===== config.mk =====
export PLATFORM = sky130hd
export DESIGN_NAME = vend_sequencer
export DESIGN_NICKNAME = d
export VERILOG_FILES = /design/src/rtl/vend_sequencer.sv
export SDC_FILE = /design/constraint.sdc
export NUM_CORES = 1
export LEC_CHECK = 0
export BUFFER_PORTS_ARGS = -buffer_cell sky130_fd_sc_hd__buf_2
export CORE_AREA = 2 2 85 87
export CTS_CLUSTER_SIZE = 24
export DETAILED_ROUTE_END_ITERATION = 6
export DIE_AREA = 0 0 87 89
export GPL_TIMING_DRIVEN = 0
export HOLD_SLACK_MARGIN = 0.03
export PLACE_DENSITY = 0.85
export SLEW_MARGIN = 15
export SYNTH_ARGS = -nofsm -noshare
export SYNTH_HDL_FRONTEND = slang
export SYNTH_SLANG_ARGS = --single-unit

===== constraint.sdc =====
create_clock -name clock -period 3.7 [get_ports clock]
set_clock_uncertainty 0.1 [all_clocks]
set_input_delay 0.185 -clock clock [delete_from_list [all_inputs] [get_ports clock]]
set_output_delay 0.185 -clock clock [all_outputs]
set_load 0.01 [all_outputs]

===== src/rtl/vend_sequencer.sv =====
// Vending transaction controller: coin credit, fixed-priority product select,
// per-product stock, timed dispense and one-coin-at-a-time change/refund payout.
module vend_sequencer #(
    parameter int PRICE_LO        = 30,
    parameter int PRICE_HI        = 40,
    parameter int STOCK_INIT      = 30,
    parameter int DISPENSE_CYCLES = 4,
    parameter int TIMEOUT_CYCLES  = 255
) (
    input  logic       clock,
    input  logic       reset,
    input  logic       coffee,
    input  logic       cold_drink,
    input  logic       candy,
    input  logic       snack,
    input  logic       ten_bucks,
    input  logic       twenty_bucks,
    input  logic       cancel,
    input  logic       restock,
    output logic       product,
    output logic [1:0] product_sel,
    output logic       change,
    output logic       refund,
    output logic       coin_reject,
    output logic [5:0] credit,
    output logic       busy,
    output logic [3:0] sold_out
);
    typedef enum logic [2:0] {IDLE, COLLECT, DISPENSE, CHANGE, REFUND} state_t;

    localparam int TW = $clog2(TIMEOUT_CYCLES + 1);
    localparam int DW = $clog2(DISPENSE_CYCLES + 1);
    localparam logic [TW-1:0] TMO_LAST = TW'(TIMEOUT_CYCLES - 1);
    localparam logic [DW-1:0] DSP_LAST = DW'(DISPENSE_CYCLES - 1);
    localparam logic [5:0]    P_LO     = 6'(PRICE_LO);
    localparam logic [5:0]    P_HI     = 6'(PRICE_HI);
    localparam logic [5:0]    S_INIT   = 6'(STOCK_INIT);

    state_t          state_q, state_d;
    logic [5:0]      credit_q, credit_d;
    logic [1:0]      sel_q, sel_d;
    logic [3:0][5:0] stock_q, stock_d;
    logic [3:0]      sold_out_q, sold_out_d;
    logic [TW-1:0]   tmo_q, tmo_d;
    logic [DW-1:0]   dcnt_q, dcnt_d;
    logic            ph_q, ph_d;
    logic            pend_q, pend_d;
    logic            product_q, product_d;
    logic            change_q, change_d;
    logic            refund_q, refund_d;
    logic            coin_reject_q, coin_reject_d;
    logic            busy_q, busy_d;

    logic [5:0] coin_val, price;
    logic [6:0] credit_sum;
    logic       coin_in, coin_ok, coin_acc;
    logic [3:0] req;
    logic [1:0] win;
    logic       enter_disp, leave_disp, reload;

    assign coin_val   = (ten_bucks ? 6'd10 : 6'd0) + (twenty_bucks ? 6'd20 : 6'd0);
    assign coin_in    = ten_bucks | twenty_bucks;
    assign credit_sum = {1'b0, credit_q} + {1'b0, coin_val};
    assign coin_ok    = ((state_q == IDLE) || (state_q == COLLECT)) && (credit_sum <= 7'd60);
    assign coin_acc   = coin_in && coin_ok;
    assign price      = sel_q[1] ? P_LO : P_HI;

    // Sold-out products are masked before the fixed-priority pick
    always_comb begin
        for (int i = 0; i < 4; i++) req[i] = 1'b0;
        req[0] = coffee     && (stock_q[0] != 6'd0);
        req[1] = cold_drink && (stock_q[1] != 6'd0);
        req[2] = candy      && (stock_q[2] != 6'd0);
        req[3] = snack      && (stock_q[3] != 6'd0);
        win    = req[0] ? 2'd0 : req[1] ? 2'd1 : req[2] ? 2'd2 : 2'd3;
    end

    always_comb begin
        state_d    = state_q;
        credit_d   = coin_acc ? credit_sum[5:0] : credit_q;
        sel_d      = sel_q;
        tmo_d      = tmo_q;
        dcnt_d     = dcnt_q;
        ph_d       = ph_q;
        enter_disp = 1'b0;

        case (state_q)
            IDLE: begin
                if (cancel && credit_q != 6'd0) begin
                    state_d = REFUND;
                    ph_d    = 1'b1;
                end else if (|req) begin
                    state_d = COLLECT;
                    sel_d   = win;
                    tmo_d   = '0;
                end
            end
            COLLECT: begin
                // cancel outranks a reached price
                if (cancel) begin
                    state_d = (credit_q != 6'd0) ? REFUND : IDLE;
                    ph_d    = 1'b1;
                end else if (credit_q >= price) begin
                    state_d    = DISPENSE;
                    credit_d   = credit_d - price;
                    dcnt_d     = DSP_LAST;
                    enter_disp = 1'b1;
                end else if (coin_acc) begin
                    tmo_d = '0;
                end else if (tmo_q == TMO_LAST) begin
                    state_d = (credit_q != 6'd0) ? REFUND : IDLE;
                    ph_d    = 1'b1;
                end else begin
                    tmo_d = tmo_q + TW'(1);
                end
            end
            DISPENSE: begin
                if (dcnt_q == '0) begin
                    state_d = (credit_q != 6'd0) ? CHANGE : IDLE;
                    ph_d    = 1'b1;
                end else begin
                    dcnt_d = dcnt_q - DW'(1);
                end
            end
            CHANGE, REFUND: begin
                // high phase pays one coin, low phase either re-arms or exits
                if (ph_q) begin
                    credit_d = credit_q - 6'd10;
                    ph_d     = 1'b0;
                end else if (credit_q == 6'd0) begin
                    state_d = IDLE;
                end else begin
                    ph_d = 1'b1;
                end
            end
            default: state_d = IDLE;
        endcase

        // restock arriving mid-dispense waits until the motor cycle ends
        leave_disp = (state_q == DISPENSE) && (state_d != DISPENSE);
        reload     = (restock || pend_q) && ((state_q != DISPENSE) || leave_disp);
        pend_d     = (restock || pend_q) && (state_q == DISPENSE) && !leave_disp;
        stock_d    = reload ? {4{S_INIT}} : stock_q;
        if (enter_disp && stock_d[sel_q] != 6'd0) stock_d[sel_q] = stock_d[sel_q] - 6'd1;

        for (int i = 0; i < 4; i++) sold_out_d[i] = (stock_q[i] == 6'd0);

        product_d     = (state_d == DISPENSE);
        change_d      = (state_d == CHANGE) && ph_d;
        refund_d      = (state_d == REFUND) && ph_d;
        busy_d        = (state_d == DISPENSE) || (state_d == CHANGE) || (state_d == REFUND);
        coin_reject_d = coin_in && !coin_ok;
    end

    always_ff @(posedge clock or posedge reset) begin
        if (reset) begin
            state_q       <= IDLE;
            credit_q      <= '0;
            sel_q         <= '0;
            stock_q       <= {4{S_INIT}};
            sold_out_q    <= {4{S_INIT == 6'd0}};
            tmo_q         <= '0;
            dcnt_q        <= '0;
            ph_q          <= 1'b0;
            pend_q        <= 1'b0;
            product_q     <= 1'b0;
            change_q      <= 1'b0;
            refund_q      <= 1'b0;
            coin_reject_q <= 1'b0;
            busy_q        <= 1'b0;
        end else begin
            state_q       <= state_d;
            credit_q      <= credit_d;
            sel_q         <= sel_d;
            stock_q       <= stock_d;
            sold_out_q    <= sold_out_d;
            tmo_q         <= tmo_d;
            dcnt_q        <= dcnt_d;
            ph_q          <= ph_d;
            pend_q        <= pend_d;
            product_q     <= product_d;
            change_q      <= change_d;
            refund_q      <= refund_d;
            coin_reject_q <= coin_reject_d;
            busy_q        <= busy_d;
        end
    end

    assign product     = product_q;
    assign product_sel = sel_q;
    assign change      = change_q;
    assign refund      = refund_q;
    assign coin_reject = coin_reject_q;
    assign credit      = credit_q;
    assign busy        = busy_q;
    assign sold_out    = sold_out_q;
endmodule


### Yosys cells after proc, flatten, opt, wreduce, memory -nomap -nowiden

Cells that the tools add are included.
W data, S select, Z words.

| cells by class | value |
|---|---|
| magnitude comparators | 4 |
| bitwise gates (word level) | 2 |
| reductions and logical operators | 43 |
| add/subtract/negate cells | 7 |
| muxes and demuxes | 53 |
| equal/unequal tests | 17 |

Operator list:

| kind | count |
|---|---|
| $mux W24 | 2 |
| $mux W8 | 6 |
| $mux W6 | 7 |
| $mux W3 | 13 |
| $reduce_bool A6 Y1 | 6 |
| $logic_not A6 Y1 | 5 |
| $bwmux W24 | 1 |
| $logic_and A1 B1 Y1 | 16 |
| $pmux W8 S2 | 1 |
| $bmux W6 S2 | 1 |
| $demux W6 S2 | 1 |
| $eq A3 B2 Y1 const B | 4 |
| $mux W1 | 12 |
| $pmux W3 S4 | 1 |
| $pmux W6 S2 | 1 |
| $add A8 B1 Y8 const B | 1 |
| $eq A8 B8 Y1 const B | 1 |
| $ne A2 B2 Y1 const B | 4 |
| $add A6 B6 Y7 | 1 |
| $le A7 B6 Y1 const B | 1 |
| $add A4 B5 Y6 | 1 |
| $eq A3 B3 Y1 const B | 2 |
| $ge A6 B6 Y1 | 1 |
| $logic_not A3 Y1 | 2 |
| other kinds (25) | 35 |

| storage, ports and cells | value |
|---|---|
| bits of input ports | 10 |
| word-level logic and storage cells | 143 |
| output and inout port bits | 17 |
| register bits | 57 |

### Logic depth before layout (Yosys ltp)

| depth | value |
|---|---|
| word-level depth | 20 |
| depth in mapped cells | 16 |
| gate-level depth less buffers | 16 |

### Worst setup path before layout

Ideal clock, no wire load.

| timing path | value |
|---|---|
| path kind | register -> register |
| from | register credit_q[1], in the netlist credit[1] |
| to | register credit_q[5], in the netlist credit[5] |
| path slack | -92 ps |
| arrival time | 3566 ps |
| cell stages (with the launch flop) | 17 |
| library setup time | 127 ps |
| clock period less this slack | 3792 ps |
| buffers on the path | 0 |
| required time | 3473 ps |
| cell sequence | dfrtp_1 ha_1 fa_1 xor2_2 nor3b_2 a31oi_1 o221ai_4 nor2_4 mux2i_1 ha_1 inv_1 fa_1 o311a_2 o211a_1 o21ai_2 xor2_1 o21ai_1 |

| on the way | value |
|---|---|
| longest elaborated chain between the ends | 9 |
| elaborated cells between the ends (all ways) | 12 |
| those cells by class | 3 x add/sub; 2 x order compare; 5 x mux; 2 x reduce/logical |

Ends and longest elaborated chain:

| element | RTL line | source |
|---|---|---|
| start: declaration | 40 | `logic [5:0] credit_q, credit_d;` |
| start signal: assignment | 173 | `credit_q <= credit_d;` |
| $add A6 B6 Y7 | 63 | `assign credit_sum = {1'b0, credit_q} + {1'b0, coin_val};` |
| $le A7 B6 Y1 | 64 | `assign coin_ok = ((state_q == IDLE) \|\| (state_q == COLLECT)) && (credit_sum <= 7'd60);` |
| $logic_and A1 B1 Y1 | 64 |  |
| $logic_and A1 B1 Y1 | 65 | `assign coin_acc = coin_in && coin_ok;` |
| $mux W6 | 80 | `credit_d = coin_acc ? credit_sum[5:0] : credit_q;` |
| $sub A6 B6 Y6 | 105 | `credit_d = credit_d - price;` |
| $mux W6 | 103 | `end else if (credit_q >= price) begin` |
| $mux W6 | 100 | `if (cancel) begin` |
| $pmux W6 S2 * | 87 | `case (state_q)` |
| named net credit_d[5] | 40 |  |

The timed path passes the listed nets; every way through them passes the cells marked *.
A chain may end at the register's enable or synchronous reset.

### Worst setup path in the final report

Ends and elaborated chain as after synthesis.

==> results.sh <==
export IMPL_yosys_top_cells_area="dfrtp_1, dfstp_2, ha_1, mux2i_1, nand2_1"
export IMPL_yosys_area_share_simple=0.192
export IMPL_synth_top_cell_area_share=0.281
export IMPL_syn_avg_cell_area_um2=9.55
export IMPL_cp_top_family="adder cells"
export IMPL_rsz0062_at_grt="yes"
export IMPL_ys_flop_type="dfrtp_1"
export IMPL_period_share=1.03
export IMPL_violations="DRC, setup timing"
export IMPL_place_area_um2=3910
export IMPL_crit_buf_inv=1
export IMPL_synth_compound_area_frac=0.170
export IMPL_clkSinkCount=57
export IMPL_syn_nets=413
export IMPL_cts_buffers=9
export IMPL_end_kind="register"
export IMPL_start_util=0.544
export IMPL_required_ps=3820
export IMPL_maxCapViolCount=0
export IMPL_vias=3244
export IMPL_grt_pass1_vias=3075
export IMPL_grt_overflow_total=0
export IMPL_finalNonFillerCells=517
export IMPL_drt_total_wl_um=8960
export IMPL_fin_tns_setup_ps=-155
export IMPL_async_flop_share=1.00
export IMPL_grt_start_max_net_pins=58
export IMPL_fp_dieH_um=89
export IMPL_crit_path_cell_trace="ha_4 > fa_2 > xor2_4 > nor3b_4 > a21oi_2 > o221ai_4 > nor2_4 > mux2i_2 > ha_2 > inv_2 > fa_2 > o311a_4 > o211a_1 > o21ai_2 > xor2_1 > o21ai_1"
export IMPL_reg2reg_depth=16
export IMPL_cp_slowest_cell="dfrtp_2"
export IMPL_finalSetupViolations=2
export IMPL_synthMuxAreaShare=0.0978
export IMPL_cp_max_fo=3
export IMPL_firstDrtPassIters=7
export IMPL_timing_rr_end="credit[5]$_DFF_PP0_"
export IMPL_cp_common_cell="fa_2"
export IMPL_nNetsFinal=462
export IMPL_hold_depth=4
export IMPL_hold_path_end="product_sel[1]$_DFFE_PP0P_"
export IMPL_grt_pass1_wl_um=14500
export IMPL_dieArea_um2=7740
export IMPL_cp_slowest_stage_delay_ps=430
export IMPL_synth_fa_ha_area_frac=0.0725
export IMPL_syn_inst=383
export IMPL_fmax_mhz=263
export IMPL_worst_pin_slew_ps=1070
export IMPL_layout_setup_ws_ps=-103
export IMPL_crit_type="reg2reg"
export IMPL_area_growth_synth_to_final_pct=16.9
export IMPL_core_area_um2=6720
export IMPL_p_leak_uw=0.00196
export IMPL_yosysSeqAreaShare=0.395
export IMPL_drc=1
export IMPL_num_rows=30
export IMPL_maxSlewViolCount=0
export IMPL_die_width_um=87
export IMPL_cts_root_buf="clkbuf_8"
export IMPL_ant_nets=0
export IMPL_drt_iter0_markers=259
export IMPL_clockBufferDepth=2
export IMPL_fillCellCount=524
export IMPL_ioPinCount=27
export IMPL_synth_xor_area_frac=0.0308
export IMPL_final_area_um2=4280
export IMPL_placed_cells=489
export IMPL_outcome="finished with violations"
export IMPL_ys_types=62
export IMPL_yosysTopAreaCell="dfrtp_1"
export IMPL_cts_tree="done"
export IMPL_insertion_delay_ps=340
export IMPL_start_kind="register"
export IMPL_htreeDepth=3
export IMPL_gp_congestion=0.861
export IMPL_hold_violations=0
export IMPL_period_needed_ps=3800
export IMPL_vdd_drop_max_v=0.000281
export IMPL_holdWs_ps=90.0
export IMPL_path_clk_slew_ps=70
export IMPL_powerDensity_nw_per_um2=776
export IMPL_drive_above_1_share=0.277
export IMPL_vias_per_cell=6.27
export IMPL_syn_area_um2=3660
export IMPL_maxSlewHeadroom=0.277
export IMPL_antenna_found_initial=0
export IMPL_hp_start="coffee"
export IMPL_portBuffers=26
export IMPL_synth_edf_count=0
export IMPL_num_antenna_cells=0
export IMPL_synth_top_family_by_area="simple AND/OR/NAND/NOR gates"
export IMPL_path_depth=16
export IMPL_yosysWarnings=0
export IMPL_ys_ff_latch=57
export IMPL_cp_arrival_ps=3920
export IMPL_synth_most_common_cell="dfrtp_1"
export IMPL_grtUsageTotal=0.242
export IMPL_drt_wirelength_per_cell_um=17.3
export IMPL_hp_class="in2reg"
export IMPL_r2r_start="credit[1]$_DFF_PP0_"
export IMPL_hpwlAfterDp_um=6130
export IMPL_reg2reg_slack_ps=-100
export IMPL_synthTopCellsByCount="dfrtp_1, nand2_1, nor2_1"
cells in the final DEF (no fill, tap or decap), types with 8 or more instances in the layout:
| master | n |
|---|---|
| clkbuf_1 | 8 |
| mux2i_1 | 16 |
| ha_1 | 15 |
| nor2_1 | 39 |
| dfrtp_1 | 40 |
| dfstp_2 | 16 |
| o21ai_0 | 21 |
| inv_1 | 19 |
| buf_4 | 10 |
| buf_2 | 29 |
| nand3_1 | 9 |
| a21oi_1 | 27 |
| clkbuf_8 | 12 |
| nand2_1 | 39 |
| nor3_1 | 17 |
repair_timing:
item / 4_1_cts / 5_1_grt
endpoints found under the setup margin: 3 / 28
pin swaps: 3 / 3
gates resized for setup: 5 / 16
setup buffers: 5 / 5
hold buffers: 2 / 0
hold endpoints to repair: 42 / 0
metal layers:
layer  GRT usage  wire [um]
met3      0.0452        567
met5           0          0
met1       0.305       3680
met4      0.0895        147
met2       0.416       4570
sequential cells by signal (all words and copies together), names as in the netlist, named ones only:
signal,count
pend_q,1
state_q,3
coin_reject,1
credit,5
refund,1
ph_q,1
change,1
stock_q,24
product,1
sold_out,4
busy,1
product_sel,2
tmo_q,8
dcnt_q,3
tightest hold or removal path: cells and delay by family:
kind | cells | cell delay, ps
AO/OA/AOI/OAI | 1 | 60
buffers and inverters | 1 | 90
AND/OR/NAND/NOR | 2 | 150
worst max path at each step:
stage	endpoint	from
final	credit[5]$_DFF_PP0_	credit[1]$_DFF_PP0_
after global routing	credit[5]$_DFF_PP0_	credit[3]$_DFF_PP0_
after CTS	credit[5]$_DFF_PP0_	credit[1]$_DFF_PP0_
after detailed placement	credit[5]$_DFF_PP0_	credit[1]$_DFF_PP0_
after global placement	credit[5]$_DFF_PP0_	credit[1]$_DFF_PP0_
after floorplan	credit[5]$_DFF_PP0_	credit[1]$_DFF_PP0_
final cells by class:
| type | instances | area [um2] | share of cell area |
|---|---|---|---|
| clock inverters | 2 | 12.5 | 0.00293 |
| clock buffers | 14 | 173 | 0.0404 |
| well taps | 80 | 100 | 0.0234 |
| flip-flops and latches | 57 | 1450 | 0.339 |
| plain buffers | 14 | 75.1 | 0.0176 |
| inverters | 21 | 81.3 | 0.0190 |
| repair buffers | 38 | 225 | 0.0527 |
| multi-input cells | 291 | 2160 | 0.505 |
cell families (layout without fill, tap and decap cells):
family | Yosys count | count (layout)
xor gates and xnor gates | 12 | 12
DFF | 57 | 57
AOI/OAI and AO/OA | 92 | 92
muxes | 27 | 27
buffers and inverters | 35 | 89
adders and majority gates | 20 | 20
and+or+nand+nor | 140 | 140
power breakdown:
group	internal, uW	switching, uW
clock network	297	253
registers	740	118
logic	838	1070
total	1880	1440
metrics by stage:
step	setup slack [ps]	util	total power (uW)
after floorplan	25.6	-	2100
after global placement	-286	0.581	2390
after detailed placement	-386	0.581	2470
after CTS	-98.7	0.620	3120
after global routing	-250	0.636	3550
final	-103	0.636	3320
Note: power is estimated with default switching activity, not from simulation.
